==> config.mk <==
export PLATFORM = sky130hd
export DESIGN_NAME = mem_port_arbiter
export DESIGN_NICKNAME = d
export VERILOG_FILES = /design/src/rtl/mem_port_arbiter.sv
export SDC_FILE = /design/constraint.sdc
export NUM_CORES = 1
export LEC_CHECK = 0
export ABC_AREA = 1
export BUFFER_PORTS_ARGS = -buffer_cell sky130_fd_sc_hd__buf_2
export CORE_AREA = 5 5 101 103
export CTS_CLUSTER_DIAMETER = 30
export DETAILED_ROUTE_END_ITERATION = 8
export DIE_AREA = 0 0 106 108
export SYNTH_ARGS = -nofsm -noshare
export SYNTH_HDL_FRONTEND = slang
export SYNTH_SLANG_ARGS = --single-unit
export TNS_END_PERCENT = 5
==> constraint.sdc <==
create_clock -name i_clock -period 3.46 [get_ports i_clock]
set_clock_uncertainty 0.15 [all_clocks]
set_input_delay 0.692 -clock i_clock [delete_from_list [all_inputs] [get_ports i_clock]]
set_output_delay 0.692 -clock i_clock [all_outputs]
set_load 0.02 [all_outputs]
==> src/rtl/mem_port_arbiter.sv <==
// mem_port_arbiter: shares one BRAM port between M0 (CPU) and M1 (bootloader/DMA)
//
// Ports:
//   i_clock, i_reset           single clock, asynchronous active-high reset
//   i_mX_read/we/addr/din      master X request (held stable until o_mX_ready)
//   o_mX_dout/ready/err        master X read data, completion pulse, timeout flag
//   i_m1_lock                  M1 keeps the grant between transactions while high
//   o_s_read/we/addr/din       slave strobes and payload
//   i_s_dout, i_s_ready        slave read data and completion
//   o_grant                    one-hot {M1,M0}, 00 when idle
module mem_port_arbiter #(
    parameter int ADDR_W     = 18,
    parameter int TIMEOUT    = 64,
    parameter bit FIXED_PRIO = 1'b0
) (
    input  logic              i_clock,
    input  logic              i_reset,
    input  logic              i_m0_read,
    input  logic [3:0]        i_m0_we,
    input  logic [ADDR_W-1:0] i_m0_addr,
    input  logic [31:0]       i_m0_din,
    output logic [31:0]       o_m0_dout,
    output logic              o_m0_ready,
    output logic              o_m0_err,
    input  logic              i_m1_read,
    input  logic [3:0]        i_m1_we,
    input  logic [ADDR_W-1:0] i_m1_addr,
    input  logic [31:0]       i_m1_din,
    output logic [31:0]       o_m1_dout,
    output logic              o_m1_ready,
    output logic              o_m1_err,
    input  logic              i_m1_lock,
    output logic              o_s_read,
    output logic [3:0]        o_s_we,
    output logic [ADDR_W-1:0] o_s_addr,
    output logic [31:0]       o_s_din,
    input  logic [31:0]       i_s_dout,
    input  logic              i_s_ready,
    output logic [1:0]        o_grant
);
    typedef enum logic [1:0] {IDLE = 2'd0, GNT0 = 2'd1, GNT1 = 2'd2} state_t;
    state_t      r_state, w_next;
    logic [15:0] r_cnt, w_cnt_next;
    logic        r_last, w_last_next;
    logic        w_req0, w_req1, w_g0, w_g1, w_req, w_done, w_tmo, w_hold;
    assign w_req0 = i_m0_read | (|i_m0_we);
    assign w_req1 = i_m1_read | (|i_m1_we);
    assign w_g0   = r_state == GNT0;
    assign w_g1   = r_state == GNT1;
    // request of whichever master currently owns the port
    assign w_req  = w_g0 ? w_req0 : (w_g1 & w_req1);
    assign w_done = w_req & i_s_ready;
    assign w_tmo  = (TIMEOUT != 0) && w_req && !i_s_ready && r_cnt == 16'(TIMEOUT - 1);
    assign w_hold = w_g1 & i_m1_lock;
    always_ff @(posedge i_clock or posedge i_reset) begin
        if (i_reset) begin
            r_state <= IDLE;
            r_cnt   <= '0;
            r_last  <= 1'b1;
        end else begin
            r_state <= w_next;
            r_cnt   <= w_cnt_next;
            r_last  <= w_last_next;
        end
    end
    always_comb begin
        w_next      = r_state;
        w_cnt_next  = '0;
        w_last_next = r_last;
        if (r_state == IDLE) begin
            if (w_req0 && w_req1)
                w_next = (FIXED_PRIO || !r_last) ? GNT1 : GNT0;
            else if (w_req0)
                w_next = GNT0;
            else if (w_req1)
                w_next = GNT1;
        end else if (w_done || w_tmo) begin
            // a timeout counts as a forced completion for round-robin fairness
            w_last_next = w_g1;
            w_next      = (w_done && w_hold) ? GNT1 : IDLE;
        end else if (!w_req) begin
            // abort, or lock hold where the counter is frozen
            w_next     = w_hold ? GNT1 : IDLE;
            w_cnt_next = w_hold ? r_cnt : '0;
        end else begin
            w_cnt_next = r_cnt + 16'd1;
        end
    end
    always_comb begin
        o_s_read = 1'b0;
        o_s_we   = '0;
        o_s_addr = '0;
        o_s_din  = '0;
        if (w_g0) begin
            o_s_read = i_m0_read & ~w_tmo;
            o_s_we   = i_m0_we & {4{~w_tmo}};
            o_s_addr = i_m0_addr;
            o_s_din  = i_m0_din;
        end else if (w_g1) begin
            o_s_read = i_m1_read & ~w_tmo;
            o_s_we   = i_m1_we & {4{~w_tmo}};
            o_s_addr = i_m1_addr;
            o_s_din  = i_m1_din;
        end
        o_m0_ready = w_g0 & (w_done | w_tmo);
        o_m0_err   = w_g0 & w_tmo;
        o_m0_dout  = (w_g0 & w_done) ? i_s_dout : '0;
        o_m1_ready = w_g1 & (w_done | w_tmo);
        o_m1_err   = w_g1 & w_tmo;
        o_m1_dout  = (w_g1 & w_done) ? i_s_dout : '0;
        o_grant    = {w_g1, w_g0};
    end
endmodule

==> results.yml <==
status:
  outcome: "complete, no violations"
routing:
  ant_nets: 0
  routedWlPerCell_um: 20.1
  m1WireLength_um: 6090
  met3_length_um: 2260
  vias: 3595
  routed_via_density: 4.75
  highest_layer: "met5"
  route.detailed.drc: 0
  met2_length_um: 6690
  drt_iter0_markers: 390
  wirelength_um: 15200
  first_pass_iters: 5
grt:
  grt_max_degree: 59
  grt_pass1_wl_um: 20900
  grt_antenna_before_repair: 2
  gr-total-overflow: 0
  grt_pass1_vias: 3452
  grt_usage_pct: 24.5
synth:
  synthAdderAreaFrac_pct: 0.538
  yosys.area.top_type_share_pct: 19.4
  synth_warnings: 0
  yosysUniqueCellTypes: 28
  synthSimpleGateAreaFrac_pct: 37.5
  muxShareOfSynthArea_pct: 0
  syn_inst: 389
  netlist_area_um2: 2330
  ys_seq_area_share_pct: 20.5
  synth_xor_area_share_pct: 3.01
  synth_top_family_by_area: "simple AND/OR/NAND/NOR gates"
  syn_nets: 536
  avgSynthCellArea_um2: 5.98
  yosys-top-cells-area: "dfrtp_1, a22o_1, nor2_1, nand2_1, inv_1"
  synth_top_cell_by_area: "dfrtp_1"
  synth-compound-area-share_pct: 22.8
  ys_ff_latch: 19
worst_setup_path:
  worst_ep_arrival_time_ns: 2.32
  required_ns: 2.62
  path_max_fanout: 57
  critical_path_class: "reg2out"
  cp-start-kind: "register"
  end_kind: "primary output"
hold_path:
  min_path_type: "reg2reg"
die:
  dieArea_um2: 11400
  core.rowCount: 35
  ioPinCount: 271
  fp.dieH_um: 108
  initial_core_util_pct: 25.5
  dieWidth_um: 106
  core_area_um2: 9110
timing:
  final-setup-viol-count: 0
  min_period_ns: 3.17
  holdWs_ns: 0.325
  setup_tns_ns: 0
  drv_slew: 0
  timing.final.crit_share_pct: 91.5
  slew_headroom_pct: 46.2
  rsz0062_at_grt: "no"
  worst_pin_slew_ns: 0.806
  fmax_mhz: 316
  hold_viol_final: 0
cells_and_area:
  ff_latch_area_um2: 477
  multi_input_area_um2: 1490
  utilization_pct: 41.4
  antenna_cells: 0
  fin_nets: 794
  n_fill_cell: 1014
  drive_gt1_share_pct: 45.0
  area_growth_pct: 62.0
place:
  place.gp.congestion: 0.908
  dpl.hpwl_um: 13300
  io_buffers: 270
clock_tree:
  cts_made_buffers: 3
  htree_num_levels: 1
  clockBufferDepth: 2
  post_cts_buffers: 0
  clk_latency_ns: 0.26
  ctsResizeCount: 0
  root_buffer: "clkbuf_8"
  clk_pin_slew_ns: 0.08
  cts_tree: "done"
  numClockSinks: 19
  cts_hold_buf: 0
power:
  peakVddDrop_mv: 0.256
  p_per_area_nw_per_um2: 582
  p_leak_nw: 2.47
flow_run:
  maxCapViolCount: 0
==> state kept, by name, summed over array words and instances, names as in the netlist <==
| name | cells |
|---|---|
| r_last | 1 |
| r_cnt | 16 |
| r_state | 2 |
==> area by class of cell <==
type	count	share of cell area (%)
clock buffers	4	1.19
inverters	59	5.94
multi-input cells	290	39.6
flip-flops and latches	19	12.6
well taps	111	3.68
repair buffers	274	37.0
==> routing by layer <==
metal,track usage (%),vias to the layer above
li1,-,1754
met5,0,-
met4,3.79,4
met2,37.7,213
met3,13.7,15
met1,30.8,1609
==> critical path, cell delays in order (launching register included) <==
cell and delay (ns):
dfrtp_1 0.43, inv_1 0.12, nor2_4 0.11, buf_4 0.49, nand2_2 0.48, nor2_1 0.23
buf_2 0.19
==> Yosys cell counts <==
master    instances
a21oi_1           6
a21oi_2           1
a22o_1           50
buf_1             3
buf_2             7
buf_4             2
buf_6             6
clkbuf_1          3
dfrtp_1          18
dfstp_2           1
ha_1              1
inv_1            55
inv_2             3
inv_4             1
nand2_1          84
nand2_2           3
nand2_4           1
nand3_1          13
nand3_2           1
nand3b_1          1
nand4_1           3
nor2_1           99
nor2_2            1
nor2_4            2
nor3_1            5
o21ai_0           6
o21ai_1           5
xor2_1            8
==> per-stage QoR <==
step	power, mW	area [um2]	std cells	setup slack [ns]
after floorplan	1.37	2330	389	0.903
after global placement	2.04	3720	753	0.445
after detailed placement	2.03	3720	753	0.360
after CTS	2.21	3770	757	0.309
after global routing	2.35	3770	757	0.0830
final	2.19	3770	757	0.294
==> cells in the final DEF (no fill, tap or decap), types with 3 or more instances in the layout <==
cell type / instances
inv_1: 55
nor2_4: 3
buf_4: 3
inv_2: 3
nand2_2: 3
nand2_1: 84
o21ai_1: 5
clkbuf_8: 3
xor2_1: 8
nand3_1: 13
dfrtp_1: 18
nor3_1: 5
a21oi_1: 6
o21ai_0: 6
nand4_1: 3
a22o_1: 50
buf_2: 270
nor2_1: 99
==> power breakdown <==
group	switching (mW)	total (mW)	internal, mW
registers	0.0264	0.274	0.248
logic	1.20	1.75	0.551
clock network	0.0836	0.166	0.0821
total	1.31	2.19	0.881
==> path summary, 6_finish.rpt <==
kind	start	end	slack [ns]	cells after the start
min in group asynchronous	i_reset	r_cnt[15]	0.42	2
worst max register to register	r_state[1]	r_cnt[1]	1.23	9
worst max-delay path	r_state[0]	o_m0_dout[3]	0.29	6
max in group asynchronous	i_reset	r_cnt[4]	2.24	2
worst min register to register	r_last	r_last	0.32	2
worst min-delay path	r_last	r_last	0.32	2
==> kinds of logic after synthesis <==
group / Yosys count
xor+xnor: 8
buf+inv: 80
compound gates: 68
fa+ha+maj: 1
simple gates: 213
flops: 19
No activity file was read; power rests on OpenSTA's default activity.
